[src/rtl/tsc_pkg.sv]
// Shared constants, address-field helpers and FSM state type for the instruction cache.
package tsc_pkg;

    localparam int unsigned WORD_SIZE  = 16;
    localparam int unsigned LINE_WORDS = 4;
    localparam int unsigned ADDR_W     = 16;
    localparam int unsigned OFFSET_W   = 2;

    typedef enum logic [1:0] {
        StIdle,
        StMissReq,
        StMissWait
    } state_e;

    function automatic int unsigned index_width(input int unsigned lines);
        return $clog2(lines);
    endfunction

    function automatic int unsigned tag_width(input int unsigned lines);
        return ADDR_W - OFFSET_W - $clog2(lines);
    endfunction

endpackage

[src/rtl/icache_tag_ram.sv]
// Tag and valid storage: asynchronous read, synchronous write, single-cycle bulk valid clear.
module icache_tag_ram #(
    parameter int unsigned LINES = 8,
    parameter int unsigned TAG_W = 11,
    parameter int unsigned IDX_W = $clog2(LINES)
) (
    input  logic             clk,
    input  logic             reset,
    input  logic [IDX_W-1:0] rd_index,
    output logic [TAG_W-1:0] rd_tag,
    output logic             rd_valid,
    input  logic             wr_en,
    input  logic [IDX_W-1:0] wr_index,
    input  logic [TAG_W-1:0] wr_tag,
    input  logic             clear_all
);

    logic [TAG_W-1:0] tag_mem [LINES];
    logic [LINES-1:0] valid_q;

    // Clear beats a coincident write so a flush always leaves the line invalid.
    always_ff @(posedge clk or posedge reset) begin
        if (reset) begin
            valid_q <= '0;
        end else if (clear_all) begin
            valid_q <= '0;
        end else if (wr_en) begin
            valid_q[wr_index] <= 1'b1;
        end
    end

    always_ff @(posedge clk) begin
        if (wr_en) begin
            tag_mem[wr_index] <= wr_tag;
        end
    end

    assign rd_tag   = tag_mem[rd_index];
    assign rd_valid = valid_q[rd_index];

endmodule

[src/rtl/icache.sv]
// Direct-mapped instruction cache with single-line refill from a 64-bit line memory.
// Optional hit/miss counters are built when ICACHE_STATS_EN is defined.
module icache #(
    parameter int unsigned LINES     = 8,
    parameter int unsigned WORD_SIZE = tsc_pkg::WORD_SIZE
) (
    input  logic                                       clk,
    input  logic                                       reset,
    input  logic                                       cpu_req,
    input  logic [15:0]                                cpu_addr,
    output logic [WORD_SIZE-1:0]                       cpu_data,
    output logic                                       cpu_ready,
    output logic                                       i_readM,
    output logic [15:0]                                i_address,
    input  logic [tsc_pkg::LINE_WORDS*WORD_SIZE-1:0]   i_data,
    input  logic                                       i_readyM,
    input  logic                                       i_input_readyM,
    input  logic                                       flush
`ifdef ICACHE_STATS_EN
    ,
    output logic [15:0]                                hit_count,
    output logic [15:0]                                miss_count
`endif
);
    import tsc_pkg::*;

    localparam int unsigned IDX_W  = index_width(LINES);
    localparam int unsigned TAG_W  = tag_width(LINES);
    localparam int unsigned LINE_W = LINE_WORDS * WORD_SIZE;

    state_e            state_q, state_d;
    logic [15:2]       miss_line_q, miss_line_d;
    logic              drop_q, drop_d;
    logic [LINE_W-1:0] data_ram [LINES];
    logic [LINE_W-1:0] rd_line;

    logic [1:0]        cpu_offset;
    logic [IDX_W-1:0]  cpu_index, fill_index;
    logic [TAG_W-1:0]  cpu_tag, fill_tag, rd_tag;
    logic              rd_valid, lookup_hit;
    logic              hit, miss_start, fill_en, fill_write;

    assign cpu_offset = cpu_addr[1:0];
    assign cpu_index  = cpu_addr[IDX_W+1:2];
    assign cpu_tag    = cpu_addr[15:IDX_W+2];
    assign fill_index = miss_line_q[IDX_W+1:2];
    assign fill_tag   = miss_line_q[15:IDX_W+2];
    assign lookup_hit = rd_valid && (rd_tag == cpu_tag);
    assign rd_line    = data_ram[cpu_index];
    // A flush on the fill edge, or one seen earlier in the miss, discards the line.
    assign fill_write = fill_en && !drop_q && !flush;

    icache_tag_ram #(
        .LINES (LINES),
        .TAG_W (TAG_W)
    ) u_tag_ram (
        .clk       (clk),
        .reset     (reset),
        .rd_index  (cpu_index),
        .rd_tag    (rd_tag),
        .rd_valid  (rd_valid),
        .wr_en     (fill_write),
        .wr_index  (fill_index),
        .wr_tag    (fill_tag),
        .clear_all (flush)
    );

    always_ff @(posedge clk) begin
        if (fill_write) begin
            data_ram[fill_index] <= i_data;
        end
    end

    always_ff @(posedge clk or posedge reset) begin
        if (reset) begin
            state_q     <= StIdle;
            miss_line_q <= '0;
            drop_q      <= 1'b0;
        end else begin
            state_q     <= state_d;
            miss_line_q <= miss_line_d;
            drop_q      <= drop_d;
        end
    end

    always_comb begin
        state_d     = state_q;
        miss_line_d = miss_line_q;
        drop_d      = drop_q;
        hit         = 1'b0;
        miss_start  = 1'b0;
        fill_en     = 1'b0;
        i_readM     = 1'b0;
        i_address   = '0;
        unique case (state_q)
            StIdle: begin
                if (cpu_req && !flush) begin
                    if (lookup_hit) begin
                        hit = 1'b1;
                    end else begin
                        miss_start  = 1'b1;
                        miss_line_d = cpu_addr[15:2];
                        state_d     = StMissReq;
                    end
                end
            end
            StMissReq: begin
                i_readM   = 1'b1;
                i_address = {miss_line_q, 2'b00};
                if (flush) begin
                    drop_d = 1'b1;
                end
                if (i_readyM) begin
                    state_d = StMissWait;
                end
            end
            StMissWait: begin
                if (i_input_readyM) begin
                    fill_en = 1'b1;
                    drop_d  = 1'b0;
                    state_d = StIdle;
                end else if (flush) begin
                    drop_d = 1'b1;
                end
            end
            default: state_d = StIdle;
        endcase
    end

    assign cpu_ready = hit;
    assign cpu_data  = hit ? rd_line[cpu_offset*WORD_SIZE +: WORD_SIZE] : '0;

`ifdef ICACHE_STATS_EN
    logic fill_done_q;
    logic count_hit;

    // The re-lookup right after a refill completes its own miss; it is not a separate hit.
    assign count_hit = hit && !(fill_done_q && (cpu_addr[15:2] == miss_line_q));

    always_ff @(posedge clk or posedge reset) begin
        if (reset) begin
            hit_count   <= '0;
            miss_count  <= '0;
            fill_done_q <= 1'b0;
        end else begin
            fill_done_q <= fill_en;
            if (count_hit && (hit_count != 16'hFFFF)) begin
                hit_count <= hit_count + 16'd1;
            end
            if (miss_start && (miss_count != 16'hFFFF)) begin
                miss_count <= miss_count + 16'd1;
            end
        end
    end
`endif

endmodule

[config.mk]
export PLATFORM = sky130hd
export DESIGN_NAME = icache
export DESIGN_NICKNAME = d
export VERILOG_FILES = /design/src/rtl/tsc_pkg.sv /design/src/rtl/icache_tag_ram.sv /design/src/rtl/icache.sv
export SDC_FILE = /design/constraint.sdc
export NUM_CORES = 1
export LEC_CHECK = 0
export CORE_ASPECT_RATIO = 0.75
export CORE_MARGIN = 3
export CORE_UTILIZATION = 60
export DETAILED_ROUTE_END_ITERATION = 7
export PLACE_DENSITY = 0.8
export SETUP_SLACK_MARGIN = 0.05
export SLEW_MARGIN = 5
export SYNTH_ARGS = -nofsm -noshare
export SYNTH_HDL_FRONTEND = slang
export SYNTH_SLANG_ARGS = --single-unit
[constraint.sdc]
create_clock -name clk -period 11.3 [get_ports clk]
set_input_delay 2.26 -clock clk [delete_from_list [all_inputs] [get_ports clk]]
set_output_delay 2.26 -clock clk [all_outputs]
set_load 0.02 [all_outputs]
==> results of run 1 <==
[final cells by class]
class | instances | area share (%)
clock buffer | 73 | 5.313
multi-input combinational | 338 | 19.31
clock inverter | 26 | 0.5490
antenna | 3 | 0.02722
tap | 520 | 2.359
timing repair buffer | 136 | 4.759
sequential | 625 | 67.60
inverter | 6 | 0.08167
[worst max path at each step]
stage | startpoint | endpoint | slack, ps
final | cpu_addr[3] | cpu_data[2] | 2850
after global routing | cpu_addr[3] | cpu_data[5] | 2560
after CTS | cpu_addr[3] | cpu_data[2] | 2810
after detailed placement | cpu_addr[3] | cpu_data[2] | 2890
after global placement | cpu_addr[3] | cpu_data[7] | 2990
after floorplan | flush | data_ram[0][0] | 2940
[registers in the layout, indices dropped and copies added, names as in the netlist]
| register | cells |
|---|---|
| data_ram | 512 |
| drop_q | 1 |
| miss_line_q | 14 |
| state_q | 2 |
| u_tag_ram.tag_mem | 88 |
| u_tag_ram.valid_q | 8 |
[power by group]
group | switching, W | total [W] | internal, W
Clock | 0.000793 | 0.00172 | 0.000930
Sequential | 0.0000677 | 0.00269 | 0.00262
Combinational | 0.000197 | 0.000384 | 0.000187
[logic make-up (layout without fill, tap and decap cells)]
logic type,Yosys count,in the layout,synth area share [%]
and+or+nand+nor,65,65,1.536
adders and majority gates,3,3,0.1552
DFF,625,625,77.05
other,1,5,0.01550
xor gates and xnor gates,8,8,0.2896
muxes,232,232,18.93
buffers and inverters,57,241,1.184
AOI/OAI and AO/OA,28,28,0.8430
[placed cells by master, fill, tap and decap left out, types with 4 or more instances in the layout]
cell type	instances
a21o_1	8
xor2_1	5
clkinv_1	18
mux2i_1	42
mux2_2	4
clkbuf_1	17
nor2b_1	5
a22oi_1	4
clkdlybuf4s50_1	113
and2_1	15
nor2_1	4
mux2_4	10
clkinv_2	4
nor2_4	6
a21oi_1	4
nor3_2	4
mux4_2	176
buf_4	20
edfxtp_1	600
clkbuf_16	56
dfrtp_1	25
nand2_1	5
inv_1	6
nor3_1	16
[layer usage]
layer	wire length (microns)	share of wire, %
met5	39	0.075
met4	1109	2.1
met3	3663	7.0
met2	26530	51
met1	20810	40
[stage by stage]
stage          worst slack, ps  instances  hold WS, ps  util (%)
5_1_grt                   2558       1726        498.5     69.55
2_1_floorplan             2941       1020        444.4         -
4_1_cts                   2807       1724        479.1     69.54
6_report                  2851       1727        475.0     69.55
3_3_place_gp              2989       1625        452.9     65.46
3_5_place_dp              2890       1625        464.9     65.46
[critical path, delay by kind of cell]
| family | cells | cell delay (ps) |
|---|---|---|
| and+or+nand+nor | 3 | 1160 |
| xor gates and xnor gates | 1 | 110 |
| buffers and inverters | 3 | 1770 |
| muxes | 2 | 790 |
==> impl_results.md, run 1 <==
* Vias per cell at 6.531
* Worst path max stage delay at a little under 700 ps
* Synthesized area per cell at 23.74 sq um
* PwrDens at 174.0 nW/um^2
* Core area at approximately 40000 sq um
* Max transition margin at 21.84%
* First DRT Iteration DRCs at between 1000 and 1500
* Hold path endpoint: u_tag_ram.valid_q[6]
* Hold Path Class: flop to flop
* Die Wd at roughly 240 microns
* Post-route setup TNS at 0 ps
* Vias in the first global route at 11920
* Num ports at 120
* Fin. Hold Viols at 0
* Total gr overflow at 0
* ANT nets after route at 0
* Seq/Total Area, Yosys at 77.05%
* F_max at 0.1184 GHz
* Die area at approximately 43000 sq um
* Ratio of cells with drive above 1 in the final layout at 24.25%
* DRC errors left at 0
* Final wirelength at 52.15 mm
* Min Tclk post-route at 8449 ps
* CP dominant cell by count: buf_4
* Placement Rows at 63
* Die Ht at 179.9 microns
* Leakage at a little under 9 nW
* R2r endpoint: data_ram[2][33]
* Synth async-reset ratio at 4.000%
* Startpoint Class: input port
* Filler cells at between 2000 and 2500
* Crit. End Element: output port
* Slew Viols, Final at 0
* Fin area at approximately 28000 sq um
* Met3 Use GR at under 10%
* CTS Root Cell: clkbuf_16
* Post-synth top area share at between 70 and 80%
* First-pass GRT wire length at 78.37 mm
* Post-synth EDFFs at 600
* Worst Min Path Start: u_tag_ram.valid_q[6]
* Worst r2r path cells at 7
* Num Clock Sinks at 625
* Synth Cell Area at 24200 sq um
* Reg clk slew, reported paths at approximately 60 ps
* Pwr Total at roughly 0.0048 W
* Met1 GRT Util at 36.21%
* Crit Path Max Fanout at 32
* Clock buffer depth at 3
* Area after DPL at 25950 sq um
* CTS HTree Levels at 2
* Synth cell count leaders: edfxtp_1, mux4_2, mux2i_1, dfrtp_1, clkbuf_1
* WP data required at 9040 ps
* Clk_lat worst skew at 590 ps
* Fin Clk Skew at 16.49 ps
* Sequential cell area at 18640 sq um
* Max-cap violations at 0
* Data arrival, critical path at 6190 ps
* PortBufs at 117
* Setup slack, reg-to-reg at 7830 ps
* Starting density of the core at roughly 60%
* Distinct cells, synth at 40
* Synth area leader: edfxtp_1
* Initial antenna violation count at 5
* Synth area leaders: edfxtp_1, mux4_2, dfrtp_1
* Seq cells post-synth at 625
* GR peak layer: met2
* Ys flop type: edfxtp_1
* Pin count of the biggest net entering global routing at 97
* Post-CTS Hold Buffers at 0
* Yosys warns at 0
* Resized cells post-CTS at 0
* DP HPWL at 27.48 mm
* Routability Congestion at 0.7509
* Nets at 1251
* Routed len/inst at 30.20 microns
* Area of the multi-input gates at approximately 5300 sq um
* Launch point of the worst reg-to-reg path: state_q[0]
* GRT Overall Usage at 25.04%
* Worst-Margin Slew at 1170 ps
* Most frequent cell after synthesis: edfxtp_1
* Vias after detailed routing at 11280
* TritonCTS clock tree: built
* Crit-path cells: buf_4 -> buf_4 -> mux4_2 -> mux2i_1 -> xnor2_1 -> nor3_2 -> nand2_2 -> nor3_1 -> clkdlybuf4s50_1
* Crit path kind: input port to output port
* CTS Buf Count at 55
* Result of the run: finished clean
* Post-CTS setup buffer count at 0
* Pre-antenna DRT Iters at 5
* Period utilization at 74.77%
* Syn Inst Count at between 1000 and 1500
* Slowest cell on crit path: clkdlybuf4s50_1
* Final setup violating endpoints at 0
* Area growth, synth to finish at 13.98%
* VDD IR max at roughly 0.00013 V
* Worst Hold Depth at 1
* Met2 usage at 41.11%
* RSZ-0062 raised after global routing: false
(Power assumes the default switching activity.)
==> run 2, diff against run 1 <==
- clock period: 11.3 -> 8.3 ns (I/O delays scaled with it)
==> impl_results.md, run 2 (same netlist as run 1, synthesis figures left out) <==
* Result of the run: finished clean
* Max reg flops at 512 (unchanged)
* Fin. Hold Viols at 0 (unchanged)
* First-pass GRT wire length at 76.63 mm (-2.2%)
* Clk_lat worst skew at 590 ps (about the same)
* Hold Path Class: flop to flop
* Most flop-heavy register: data_ram
* F_max at 0.1448 GHz
* Crit. Startpoint: cpu_addr[3]
* Crit path kind: input port to output port
* Total gr overflow at 0 (unchanged)
* Nets at 1254 (+0.24%)
* Die Wd at 237.9 microns (unchanged)
* ANT nets after route at 0 (unchanged)
* Slew Viols, Final at 0 (unchanged)
* Clock buffer depth at 3 (unchanged)
* VDD IR max at 0.0002444 V (+86%)
* Resized cells post-CTS at 0 (unchanged)
* Die Ht at 179.9 microns (unchanged)
* Routability Congestion at 0.7495 (-0.19%)
* Vias in the first global route at 11770 (-1.3%)
* R2r endpoint: data_ram[2][31]
* Crit Path Max Fanout at 38 (+19%)
* CTS HTree Levels at 2 (unchanged)
* Die area at 42800 sq um (unchanged)
* Min Tclk post-route at approximately 6900 ps
* Final setup violating endpoints at 0 (unchanged)
* First DRT Iteration DRCs at 1126 (-17%)
* Startpoint Class: input port
* CP Depth at 9 (unchanged)
* GRT Overall Usage at 24.34% (-0.71 points)
* Pre-antenna DRT Iters at 7 (+2)
* Pwr Total at 0.006670 W (+39%)
* TritonCTS clock tree: built
* Period utilization at 83.18%
* Fin Clk Skew at 23.03 ps (+6.544 ps)
* Initial antenna violation count at 3 (-2)
* CTS Root Cell: clkbuf_16
* PwrDens at 240.5 nW/um^2 (+38%)
* Max transition margin at 18.71% (-3.1 points)
* Crit-path cells: buf_4 -> buf_4 -> mux2i_1 -> xor2_1 -> nand4_1 -> nor4_4 -> nand2_2 -> nor3_1 -> clkdlybuf4s50_1
* Post-route setup TNS at 0 ps (unchanged)
* Crit-path leading delay family: buffers and inverters
* Fin area at 27740 sq um (+0.57%)
* Ratio of cells with drive above 1 in the final layout at 25.21% (+0.95 points)
* Largest registers: data_ram (512), u_tag_ram.tag_mem (88), miss_line_q (14)
* Post-CTS Hold Buffers at 0 (unchanged)
* Worst r2r path cells at 7 (unchanged)
* Final wirelength at 50.38 mm (-3.4%)
* RSZ-0062 raised after global routing: false
* Slowest cell on crit path: clkdlybuf4s50_1
* Leakage at 8.902 nW (+1.0%)
* Starting density of the core at 61.02% (unchanged)
* Routed len/inst at 29.10 microns (-3.6%)
* Core area at 39650 sq um (unchanged)
* WP buf/inv at 3 (unchanged)
* Hold path endpoint: u_tag_ram.valid_q[0]
* Max-cap violations at 0 (unchanged)
* Launch point of the worst reg-to-reg path: state_q[0]
* Vias after detailed routing at 11090 (-1.6%)
* Placement Rows at 63 (unchanged)
* Data arrival, critical path at 5240 ps (-950 ps)
* Num Clock Sinks at 625 (unchanged)
* Most common cell after layout, fill and taps aside: edfxtp_1
* Worst-Margin Slew at 1216 ps (+46.78 ps)
* DRC errors left at 0 (unchanged)
* Worst path max stage delay at 660 ps (-30 ps)
* Setup slack, reg-to-reg at 4910 ps (-2920 ps)
* Crit. End Element: output port
* CTS Buf Count at 55 (unchanged)
* Vias per cell at 6.409 (-1.9%)
* Num ports at 120 (unchanged)
* CP dominant cell by count: buf_4
* Reg clk slew, reported paths at 60 ps (about the same)
* Post-CTS setup buffer count at 0 (unchanged)
* PortBufs at 117 (unchanged)
* Area growth, synth to finish at 14.63%
* Area after DPL at 25990 sq um (+0.14%)
* DP HPWL at 27.35 mm (-0.44%)
* WP data required at 6640 ps (-2400 ps)
* Worst Min Path Start: u_tag_ram.valid_q[0]
* Pin count of the biggest net entering global routing at 91 (-6.2%)
* Worst Hold Depth at 1 (unchanged)
* Most frequent cells in the layout: edfxtp_1, mux4_2, clkdlybuf4s50_1, clkbuf_16, mux2i_1
## run 2: report_power, final
group | total [W] | internal (W) | switching [W]
logic | 0.000516 | 0.000255 | 0.000260
registers | 0.00367 | 0.00357 | 0.0000959
clock network | 0.00248 | 0.00140 | 0.00109
total | 0.00667 | 0.00522 | 0.00145
## run 2: per-layer routing
metal | vias up | part of all wire (%) | wire, microns | global-route usage [%]
met2 | 472 | 51 | 25480 | 39.94
met4 | 4 | 2.1 | 1047 | 6.055
met5 | - | 0.046 | 23 | 0
met1 | 5910 | 41 | 20450 | 34.97
li1 | 4619 | - | - | -
met3 | 89 | 6.7 | 3384 | 4.310
## run 2: area by class of cell
cell class / count / area [sq um]
Timing Repair Buffer: 139 / 1348
Multi-Input combinational cell: 338 / 5325
Fill cell: 2286 / 11910
Sequential cell: 625 / 18640
Antenna cell: 1 / 2.502
Clock buffer: 71 / 1458
Clock inverter: 31 / 286.5
Tap cell: 520 / 650.6
Inverter: 6 / 22.52
## run 2: how the worst max path moves through the flow
stage	slack, ps	to
global placement	1420	cpu_data[12]
floorplan	540	data_ram[0][0]
CTS	1350	cpu_data[9]
global route	1100	cpu_data[9]
detailed placement	1390	cpu_data[9]
finish	1400	cpu_data[9]
## run 2: metrics by stage
| stage | hold WS (ps) | instances | util, % | setup WS, ps |
|---|---|---|---|---|
| finish | 477.7 | 1731 | 69.95 | 1396 |
| CTS | 478.1 | 1730 | 69.95 | 1355 |
| floorplan | 444.4 | 1020 | - | 540.8 |
| global route | 487.1 | 1731 | 69.95 | 1102 |
| detailed placement | 463.6 | 1628 | 65.55 | 1387 |
| global placement | 453.9 | 1628 | 65.55 | 1420 |
==> run 3, diff against run 2 <==
- clock period: 8.3 -> 7.06 ns (I/O delays scaled with it)
==> impl_results.md, run 3 (same netlist as run 1, synthesis figures left out) <==
* Die Wd at 237.9 microns (unchanged)
* Vias in the first global route at 11700 (-0.60%)
* Sequential cell area at 18640 sq um (unchanged)
* Setup slack, reg-to-reg at 3780 ps (-1130 ps)
* Initial antenna violation count at 2 (-1)
* Leakage at 8.917 nW (+0.16%)
* Pwr Total at 0.007797 W (+17%)
* Largest registers: data_ram (512), u_tag_ram.tag_mem (88), miss_line_q (14)
* Crit-path cells: buf_6 -> mux4_2 -> mux2i_1 -> xor2_1 -> nand4_1 -> nor4_4 -> nand2_2 -> nor3_1 -> clkdlybuf4s50_1
* Hold path endpoint: u_tag_ram.valid_q[7]
* Max transition margin at 20.31% (+1.6 points)
* Period utilization at between 80% and 90%
* Hold Path Class: flop to flop
* Result of the run: finished clean
* Final wirelength at 50.25 mm (-0.26%)
* Data arrival, critical path at 4850 ps (-390 ps)
* Resized cells post-CTS at 0 (unchanged)
* ANT cells at 0 (-1)
* Filler cells at 2278 (-0.35%)
* Slew Viols, Final at 0 (unchanged)
* Crit. Startpoint: cpu_addr[4]
* First DRT Iteration DRCs at 1203 (+6.8%)
* RSZ-0062 raised after global routing: false
* Worst hold slack at 475.8 ps (-1.924 ps)
* Fin. Hold Viols at 0 (unchanged)
* WP buf/inv at 2 (-1)
* Final non-filler cell total at 1730 (-0.058%)
* Clk_lat worst skew at 580 ps (about the same)
* Crit. End Element: output port
* Starting density of the core at 61.02% (unchanged)
* GRT Overall Usage at 24.29% (-0.052 points)
* Clock buffer depth at 3 (unchanged)
* R2r endpoint: data_ram[7][63]
* Die area at 42800 sq um (unchanged)
* Final setup violating endpoints at 0 (unchanged)
* Worst path max stage delay at 680 ps (+20 ps)
* Fin area at 27750 sq um (about the same)
* Nets at 1258 (+0.32%)
* Launch point of the worst reg-to-reg path: state_q[0]
* Num Clock Sinks at 625 (unchanged)
* WP data required at 5650 ps (-990 ps)
* Min Tclk post-route at around 6300 ps
* PortBufs at 117 (unchanged)
* TritonCTS clock tree: built
* Startpoint Class: input port
* Post-CTS setup buffer count at 0 (unchanged)
* Die Ht at 179.9 microns (unchanged)
* DRC errors left at 0 (unchanged)
* PwrDens at 281.0 nW/um^2 (+17%)
* Area growth, synth to finish at 14.68% (about the same)
* Most flop-heavy register: data_ram
* Worst Hold Depth at 1 (unchanged)
* Worst Min Path Start: u_tag_ram.valid_q[7]
* Total gr overflow at 0 (unchanged)
* F_max at around 0.16 GHz
* Worst r2r path cells at 7 (unchanged)
* Routability Congestion at 0.7738 (+3.2%)
* Pin count of the biggest net entering global routing at 72 (-21%)
* Crit path kind: input port to output port
* Slowest cell on crit path: clkdlybuf4s50_1
* VDD IR max at 0.0001924 V (-21%)
* Max reg flops at 512 (unchanged)
* Area of the multi-input gates at 5338 sq um (+0.23%)
* Max-cap violations at 0 (unchanged)
* Post-CTS Hold Buffers at 0 (unchanged)
* Post-route setup TNS at 0 ps (unchanged)
* Crit Path Max Fanout at 64 (+68%)
* DP HPWL at 28.39 mm (+3.8%)
* ANT nets after route at 0 (unchanged)
* Placement Rows at 63 (unchanged)
* CTS Buf Count at 56 (+1.8%)
* Num ports at 120 (unchanged)
* Most common cell after layout, fill and taps aside: edfxtp_1
* First-pass GRT wire length at 76.60 mm (about the same)
* Ratio of cells with drive above 1 in the final layout at 25.54% (+0.33 points)
* Fin Clk Skew at 15.92 ps (-7.113 ps)
* Worst-Margin Slew at 1193 ps (-23.82 ps)
* CTS HTree Levels at 2 (unchanged)
* Area after DPL at 26040 sq um (+0.18%)
* Core area at 39650 sq um (unchanged)
* CTS Root Cell: clkbuf_16
* Pre-antenna DRT Iters at 5 (-2)
* Routed len/inst at 29.05 microns (-0.20%)
* Inst Count DP at 1631 (+0.18%)
* Crit-path leading delay family: simple AND/OR/NAND/NOR gates
* Vias per cell at 6.408 (about the same)
* Most frequent cells in the layout: edfxtp_1, mux4_2, clkdlybuf4s50_1, clkbuf_16, mux2i_1
* Reg clk slew, reported paths at 60 ps (about the same)
* Vias after detailed routing at 11090 (-0.072%)
## run 3: changes by cell type in the layout (fill, tap and decap cells not counted), sizes merged
cell / delta
inv: -1
buf: +3
clkbuf: +1
bufinv: -3
diode: -1
## run 3: through the flow
stage,setup WS (ps),util [%]
6_report,795.8,69.98
2_1_floorplan,1582,-
5_1_grt,665.6,69.98
3_3_place_gp,979.8,65.67
3_5_place_dp,871.6,65.67
4_1_cts,800.6,69.98
## run 3: worst max-delay path by stage
| stage | endpoint | cells after the start |
|---|---|---|
| 6_report | cpu_data[8] | 9 |
| 5_1_grt | cpu_data[8] | 9 |
| 4_1_cts | cpu_data[8] | 9 |
| 3_5_place_dp | cpu_data[8] | 9 |
| 3_3_place_gp | cpu_data[12] | 9 |
| 2_1_floorplan | data_ram[6][0] | 3 |
## run 3: final cells by class
| type | instances | area share, % |
|---|---|---|
| sequential | 625 | 67.19 |
| multi-input combinational | 338 | 19.24 |
| clock buffer | 72 | 5.492 |
| timing repair buffer | 142 | 4.983 |
| tap | 520 | 2.345 |
| clock inverter | 27 | 0.6764 |
| inverter | 6 | 0.08117 |
## run 3: report_power, final
part / switching, W / internal, W / leakage (nW)
registers: 0.000123 / 0.00420 / 5.70
logic: 0.000313 / 0.000301 / 2.37
clock network: 0.00127 / 0.00159 / 0.846
total: 0.00171 / 0.00609 / 8.92
## run 3: per-layer routing
metal	global-route usage (%)	part of all wire (%)	up-vias
met4	4.815	1.6	4
met5	0	0.054	-
met2	38.93	50	463
li1	-	-	4638
met3	4.417	7.5	70
met1	36.27	41	5911
## run 3: worst register-to-register path, cell delays in order, from the launching register on
cell and delay (ps):
dfrtp_1 400, inv_1 110, ha_1 200, nand2_1 60, nor3_1 190, nand2_1 300
nor2_4 980, buf_4 650
